### src/rtl/alu_top.sv
// -----------------------------------------------------------------------------
// alu_top
//   Single-cycle 8-bit ALU with a registered result. An op class from main
//   control and an R-type function field select the operation. The decoded
//   operation code, the result and the four flags are all registered on the
//   rising clock edge, so latency is one cycle. A new operation may start on
//   every cycle.
//
// Ports
//   clk        in   1  rising-edge clock
//   rst        in   1  asynchronous active-high reset (clears all outputs)
//   ina        in   8  operand A (sole operand for NOT, shifts, rotates)
//   inb        in   8  operand B
//   shamt      in   5  shift / rotate amount, 0..31
//   ALUOp      in   2  main-control op class
//   func       in   6  R-type function field (used only when ALUOp = 10)
//   operation  out  4  registered decoded operation code
//   out        out  8  registered result
//   cr         out  1  carry (ADD/SUB only; for SUB 1 means no borrow)
//   zr         out  1  result is zero
//   ng         out  1  result bit 7
//   ov         out  1  signed overflow (ADD/SUB only)
// -----------------------------------------------------------------------------
module alu_top (
    input  logic       clk,
    input  logic       rst,
    input  logic [7:0] ina,
    input  logic [7:0] inb,
    input  logic [4:0] shamt,
    input  logic [1:0] ALUOp,
    input  logic [5:0] func,
    output logic [3:0] operation,
    output logic [7:0] out,
    output logic       cr,
    output logic       zr,
    output logic       ng,
    output logic       ov
);

    localparam logic [3:0] OP_ADD = 4'b0000;
    localparam logic [3:0] OP_SUB = 4'b0001;
    localparam logic [3:0] OP_AND = 4'b0010;
    localparam logic [3:0] OP_OR  = 4'b0011;
    localparam logic [3:0] OP_NOT = 4'b0100;
    localparam logic [3:0] OP_SLL = 4'b0101;
    localparam logic [3:0] OP_SRL = 4'b0110;
    localparam logic [3:0] OP_SRA = 4'b0111;
    localparam logic [3:0] OP_ROR = 4'b1000;
    localparam logic [3:0] OP_ROL = 4'b1001;
    localparam logic [3:0] OP_SLT = 4'b1010;
    localparam logic [3:0] OP_INV = 4'b1111;

    logic [3:0] operation_d, operation_q;
    logic [7:0] out_d, out_q;
    logic       cr_d, cr_q;
    logic       zr_d, zr_q;
    logic       ng_d, ng_q;
    logic       ov_d, ov_q;

    // Shared datapath intermediates
    logic [8:0]  add_sum;
    logic [8:0]  sub_sum;
    logic [7:0]  inb_n;
    logic        big_shift;
    logic [2:0]  rot_amt;
    logic [15:0] ror_wide;
    logic [15:0] rol_wide;
    logic [7:0]  sra_res;

    // ------------------------------------------------------------------
    // Decode
    // ------------------------------------------------------------------
    always_comb begin
        operation_d = OP_INV;
        case (ALUOp)
            2'b00: operation_d = OP_ADD;
            2'b01: operation_d = OP_SUB;
            2'b11: operation_d = OP_ADD;
            default: begin
                case (func)
                    6'b000010: operation_d = OP_ADD;
                    6'b000011: operation_d = OP_SUB;
                    6'b000100: operation_d = OP_AND;
                    6'b000101: operation_d = OP_OR;
                    6'b000001: operation_d = OP_NOT;
                    6'b111101: operation_d = OP_SLL;
                    6'b111001: operation_d = OP_SRL;
                    6'b111010: operation_d = OP_SRA;
                    6'b111011: operation_d = OP_ROR;
                    6'b111110: operation_d = OP_ROL;
                    6'b001010: operation_d = OP_SLT;
                    default:   operation_d = OP_INV;
                endcase
            end
        endcase
    end

    // ------------------------------------------------------------------
    // Datapath
    // ------------------------------------------------------------------
    always_comb begin
        inb_n     = ~inb;
        add_sum   = {1'b0, ina} + {1'b0, inb};
        // Subtraction as A + ~B + 1 so the carry-out reads as "no borrow".
        sub_sum   = {1'b0, ina} + {1'b0, inb_n} + 9'd1;
        // Any amount of 8 or more empties the byte entirely.
        big_shift = (shamt >= 5'd8);
        rot_amt   = shamt[2:0];
        // Rotations via a doubled operand: the wanted byte is a window of it.
        ror_wide  = {ina, ina} >> rot_amt;
        rol_wide  = {ina, ina} << rot_amt;
        sra_res   = big_shift ? {8{ina[7]}} : 8'($signed(ina) >>> rot_amt);
    end

    always_comb begin
        out_d = 8'h00;
        cr_d  = 1'b0;
        ov_d  = 1'b0;
        case (operation_d)
            OP_ADD: begin
                out_d = add_sum[7:0];
                cr_d  = add_sum[8];
                ov_d  = (ina[7] == inb[7]) && (add_sum[7] != ina[7]);
            end
            OP_SUB: begin
                out_d = sub_sum[7:0];
                cr_d  = sub_sum[8];
                ov_d  = (ina[7] != inb[7]) && (sub_sum[7] != ina[7]);
            end
            OP_AND: out_d = ina & inb;
            OP_OR:  out_d = ina | inb;
            OP_NOT: out_d = ~ina;
            OP_SLL: out_d = big_shift ? 8'h00 : (ina << rot_amt);
            OP_SRL: out_d = big_shift ? 8'h00 : (ina >> rot_amt);
            OP_SRA: out_d = sra_res;
            OP_ROR: out_d = ror_wide[7:0];
            OP_ROL: out_d = rol_wide[15:8];
            OP_SLT: out_d = ($signed(ina) < $signed(inb)) ? 8'h01 : 8'h00;
            default: out_d = 8'h00;
        endcase
        zr_d = (out_d == 8'h00);
        ng_d = out_d[7];
    end

    // ------------------------------------------------------------------
    // Output registers
    // ------------------------------------------------------------------
    always_ff @(posedge clk or posedge rst) begin
        if (rst) begin
            operation_q <= 4'b0000;
            out_q       <= 8'h00;
            cr_q        <= 1'b0;
            zr_q        <= 1'b0;
            ng_q        <= 1'b0;
            ov_q        <= 1'b0;
        end else begin
            operation_q <= operation_d;
            out_q       <= out_d;
            cr_q        <= cr_d;
            zr_q        <= zr_d;
            ng_q        <= ng_d;
            ov_q        <= ov_d;
        end
    end

    assign operation = operation_q;
    assign out       = out_q;
    assign cr        = cr_q;
    assign zr        = zr_q;
    assign ng        = ng_q;
    assign ov        = ov_q;

endmodule

### config.mk
export PLATFORM = sky130hd
export DESIGN_NAME = alu_top
export DESIGN_NICKNAME = d
export VERILOG_FILES = /design/src/rtl/alu_top.sv
export SDC_FILE = /design/constraint.sdc
export NUM_CORES = 1
export LEC_CHECK = 0
export BUFFER_PORTS_ARGS = -buffer_cell sky130_fd_sc_hd__buf_2
export CAP_MARGIN = 10
export CORE_ASPECT_RATIO = 0.8
export CORE_MARGIN = 2
export CORE_UTILIZATION = 31
export CTS_CLUSTER_SIZE = 10
export DETAILED_ROUTE_END_ITERATION = 10
export PLACE_DENSITY = 0.49
export SYNTH_ARGS = -nofsm -noshare
export SYNTH_HDL_FRONTEND = slang
export SYNTH_SLANG_ARGS = --single-unit
### constraint.sdc
create_clock -name clk -period 0.95 [get_ports clk]
set_clock_uncertainty 0.05 [all_clocks]
set_input_delay 0.095 -clock clk [delete_from_list [all_inputs] [get_ports clk]]
set_output_delay 0.095 -clock clk [all_outputs]
set_load 0.01 [all_outputs]
==> impl_metrics.ini <==
[status]
outcome = finished, violations left
violations = negative setup slack

[global_routing]
antenna_found_initial = 0
grt_pass1_vias = 3520
grt.overflow.total = 0
grt.total_usage = 0.227
grt_max_degree = 28
grt_pass1_wl_um = 18700

[layout]
drive_above_1_share = 0.562
final_area_sq_um = 5310
num-fill-cells = 832
syn2layout_area_growth_pct = 78.7
ff_latch_area_sq_um = 375
fin_nets = 626
antenna_cells = 0
stdcell_count = 683
multi_input_area_sq_um = 2900

[logic_synthesis]
synth_cell_type_count = 71
synthArstFlopShare = 1.00
syn-num-nets = 441
synth_edf_count = 0
synth_seq_area_share = 0.126
ys_ff_latch = 15
avgSynthCellArea_sq_um = 7.74
syn_area_sq_um = 2970
synth_top_flop_cell = dfrtp_1
ys_warn_count = 0
synth_cells = 384

[clock_network]
root_buffer = clkbuf_16
cts.sink_count = 15
clock_path_buffers = 2
cts_buffers = 3
cts_tree = built
htreeDepth = 1
clk_pin_slew_ns = 0.04

[placed_design]
post-place-ws_ns = -1.68
dp.cells = 654
io_buffers = 46
dpl_cell_area_sq_um = 4380
gp_congestion = 0.908
dpl.hpwl_um = 9370

[timing]
hold_viol = 0
maxSlewHeadroom = 0.602
max_freq_ghz = 0.474
layout_setup_ws_ns = -1.16
setup_viol = 14
finalMaxSlewViolations = 0
finalCritPeriodShare = 2.22
tns_ns = -11.17
max_slew.worst_pin.slew_ns = 0.593
rsz0062_at_grt = true
period_minus_slack_ns = 2.11

[setup_path]
start_kind = input pin
critPathLaunch = ina[0]
criticalPathCategory = in2reg
crit_required_ns = 1.08
cp.arrival_ns = 2.24
cp_max_fo = 2
endpoint_kind = flip-flop
endpoint = zr$_DFF_PP0_

[pwr]
p_leak_uw = 0.00242
ir_worst_vdd_mv = 0.556
power.density_nw_per_um2 = 785
power_uw = 4170

[floorplanning]
initial_core_util = 0.323
die_y_um = 91.6
io_pins = 47
core_area_sq_um = 9190
num_rows = 31
die-area_sq_um = 10400
die_w_um = 113

[detailed_routing]
vias_per_cell = 5.50
wl_per_cell_um = 17.3
drt.antenna.violating_nets = 0
dr_total_vias = 3757
drc = 0
drt_iter0_markers = 363
routed_wl_um = 11800
drtPass1Iterations = 5

[job]
drv_cap = 0

[hold_path]
hold_depth = 3
hold_class = in2reg
[cell usage after synthesis (9+ instances only)]
| cell type | number | area (sq um) |
|---|---|---|
| nor2_1 | 34 | 128 |
| inv_1 | 29 | 109 |
| nand2_1 | 27 | 101 |
| a21oi_1 | 25 | 125 |
| ha_1 | 24 | 300 |
| mux2i_1 | 24 | 240 |
| o21ai_0 | 22 | 110 |
| dfrtp_1 | 15 | 375 |
| buf_2 | 11 | 55.1 |
| nand3_1 | 11 | 55.1 |
| mux2_2 | 10 | 113 |
| clkbuf_1 | 9 | 33.8 |
[where the power goes]
part	total (uW)	switching, uW	internal [uW]	leakage [uW]
Combinational	2640	1290	1360	0.00219
Sequential	741	19.0	722	0.000187
Clock	789	224	565	0.0000382
[state kept, by name, indices dropped and copies added, names as in the netlist]
| name | count |
|---|---|
| out | 7 |
| operation | 4 |
| cr | 1 |
| ng | 1 |
| ov | 1 |
| zr | 1 |
[logic make-up (layout without fill, tap and decap cells)]
family          after synthesis  in the layout  synth area share
xor+xnor                      5              5            0.0147
fa+ha+maj                    26             26             0.114
compound gates              112            113             0.269
simple gates                131            131             0.237
buf+inv                      56            239            0.0854
flops                        15             15             0.126
mux                          39             39             0.153
[cells in the final DEF (no fill, tap or decap), drive strengths merged, types with 6 or more instances in the layout]
master | netlist | layout
o22ai | 7 | 7
o21ai | 24 | 24
a211oi | 8 | 8
ha | 24 | 24
nor4 | 6 | 6
o221ai | 7 | 7
inv | 29 | 28
nand3 | 11 | 11
dfrtp | 15 | 15
mux2i | 24 | 24
mux2 | 11 | 11
nor3 | 9 | 9
a21oi | 25 | 25
nand2 | 28 | 28
buf | 18 | 204
nor2 | 34 | 34
[layer usage]
layer | GRT usage | routed length, um | vias to the layer above
met3 | 0.0180 | 692 | 8
met2 | 0.345 | 5160 | 124
li1 | - | - | 1810
met1 | 0.355 | 5920 | 1815
met5 | 0 | 0 | -
met4 | 0.0274 | 75 | 0
[metrics by stage]
stage / hold slack, ns / util
6_report: 0.162 / 0.578
2_1_floorplan: -0.0535 / -
4_1_cts: 0.219 / 0.559
3_3_place_gp: 0.109 / 0.477
3_5_place_dp: 0.104 / 0.477
5_1_grt: 0.185 / 0.578
[layout make-up]
cell class,instances,area share
Multi-Input combinational cell,314,0.547
Tap cell,115,0.0271
Timing Repair Buffer,206,0.316
Inverter,29,0.0245
Sequential cell,15,0.0707
Clock buffer,4,0.0148
[repair_timing]
item	4_1_cts	5_1_grt
hold buffers	1	0
endpoints found under the hold margin	15	0
cloned	1	0
buffers inserted	25	4
setup endpoints to repair	15	30
gates resized for setup	113	40
pin swaps	33	20
[worst max-delay path, cell delays in order]
cell,delay (ns)
buf_12,0.10
inv_12,0.03
ha_4,0.15
fa_2,0.33
o21bai_1,0.17
a21oi_2,0.10
o31a_1,0.28
o21ai_1,0.16
a21oi_1,0.09
a2111o_1,0.35
nor4_1,0.17
and4bb_1,0.21
[worst min path at each step]
| stage | endpoint | slack (ns) | start |
|---|---|---|---|
| 2_1_floorplan | cr$_DFF_PP0_ | -0.05 | rst |
| 3_3_place_gp | ng$_DFF_PP0_ | 0.11 | rst |
| 3_5_place_dp | out[3]$_DFF_PP0_ | 0.10 | rst |
| 4_1_cts | operation[2]$_DFF_PP0_ | 0.22 | func[1] |
| 5_1_grt | operation[2]$_DFF_PP0_ | 0.19 | func[1] |
| 6_report | operation[2]$_DFF_PP0_ | 0.16 | func[1] |
(Power assumes the default switching activity.)
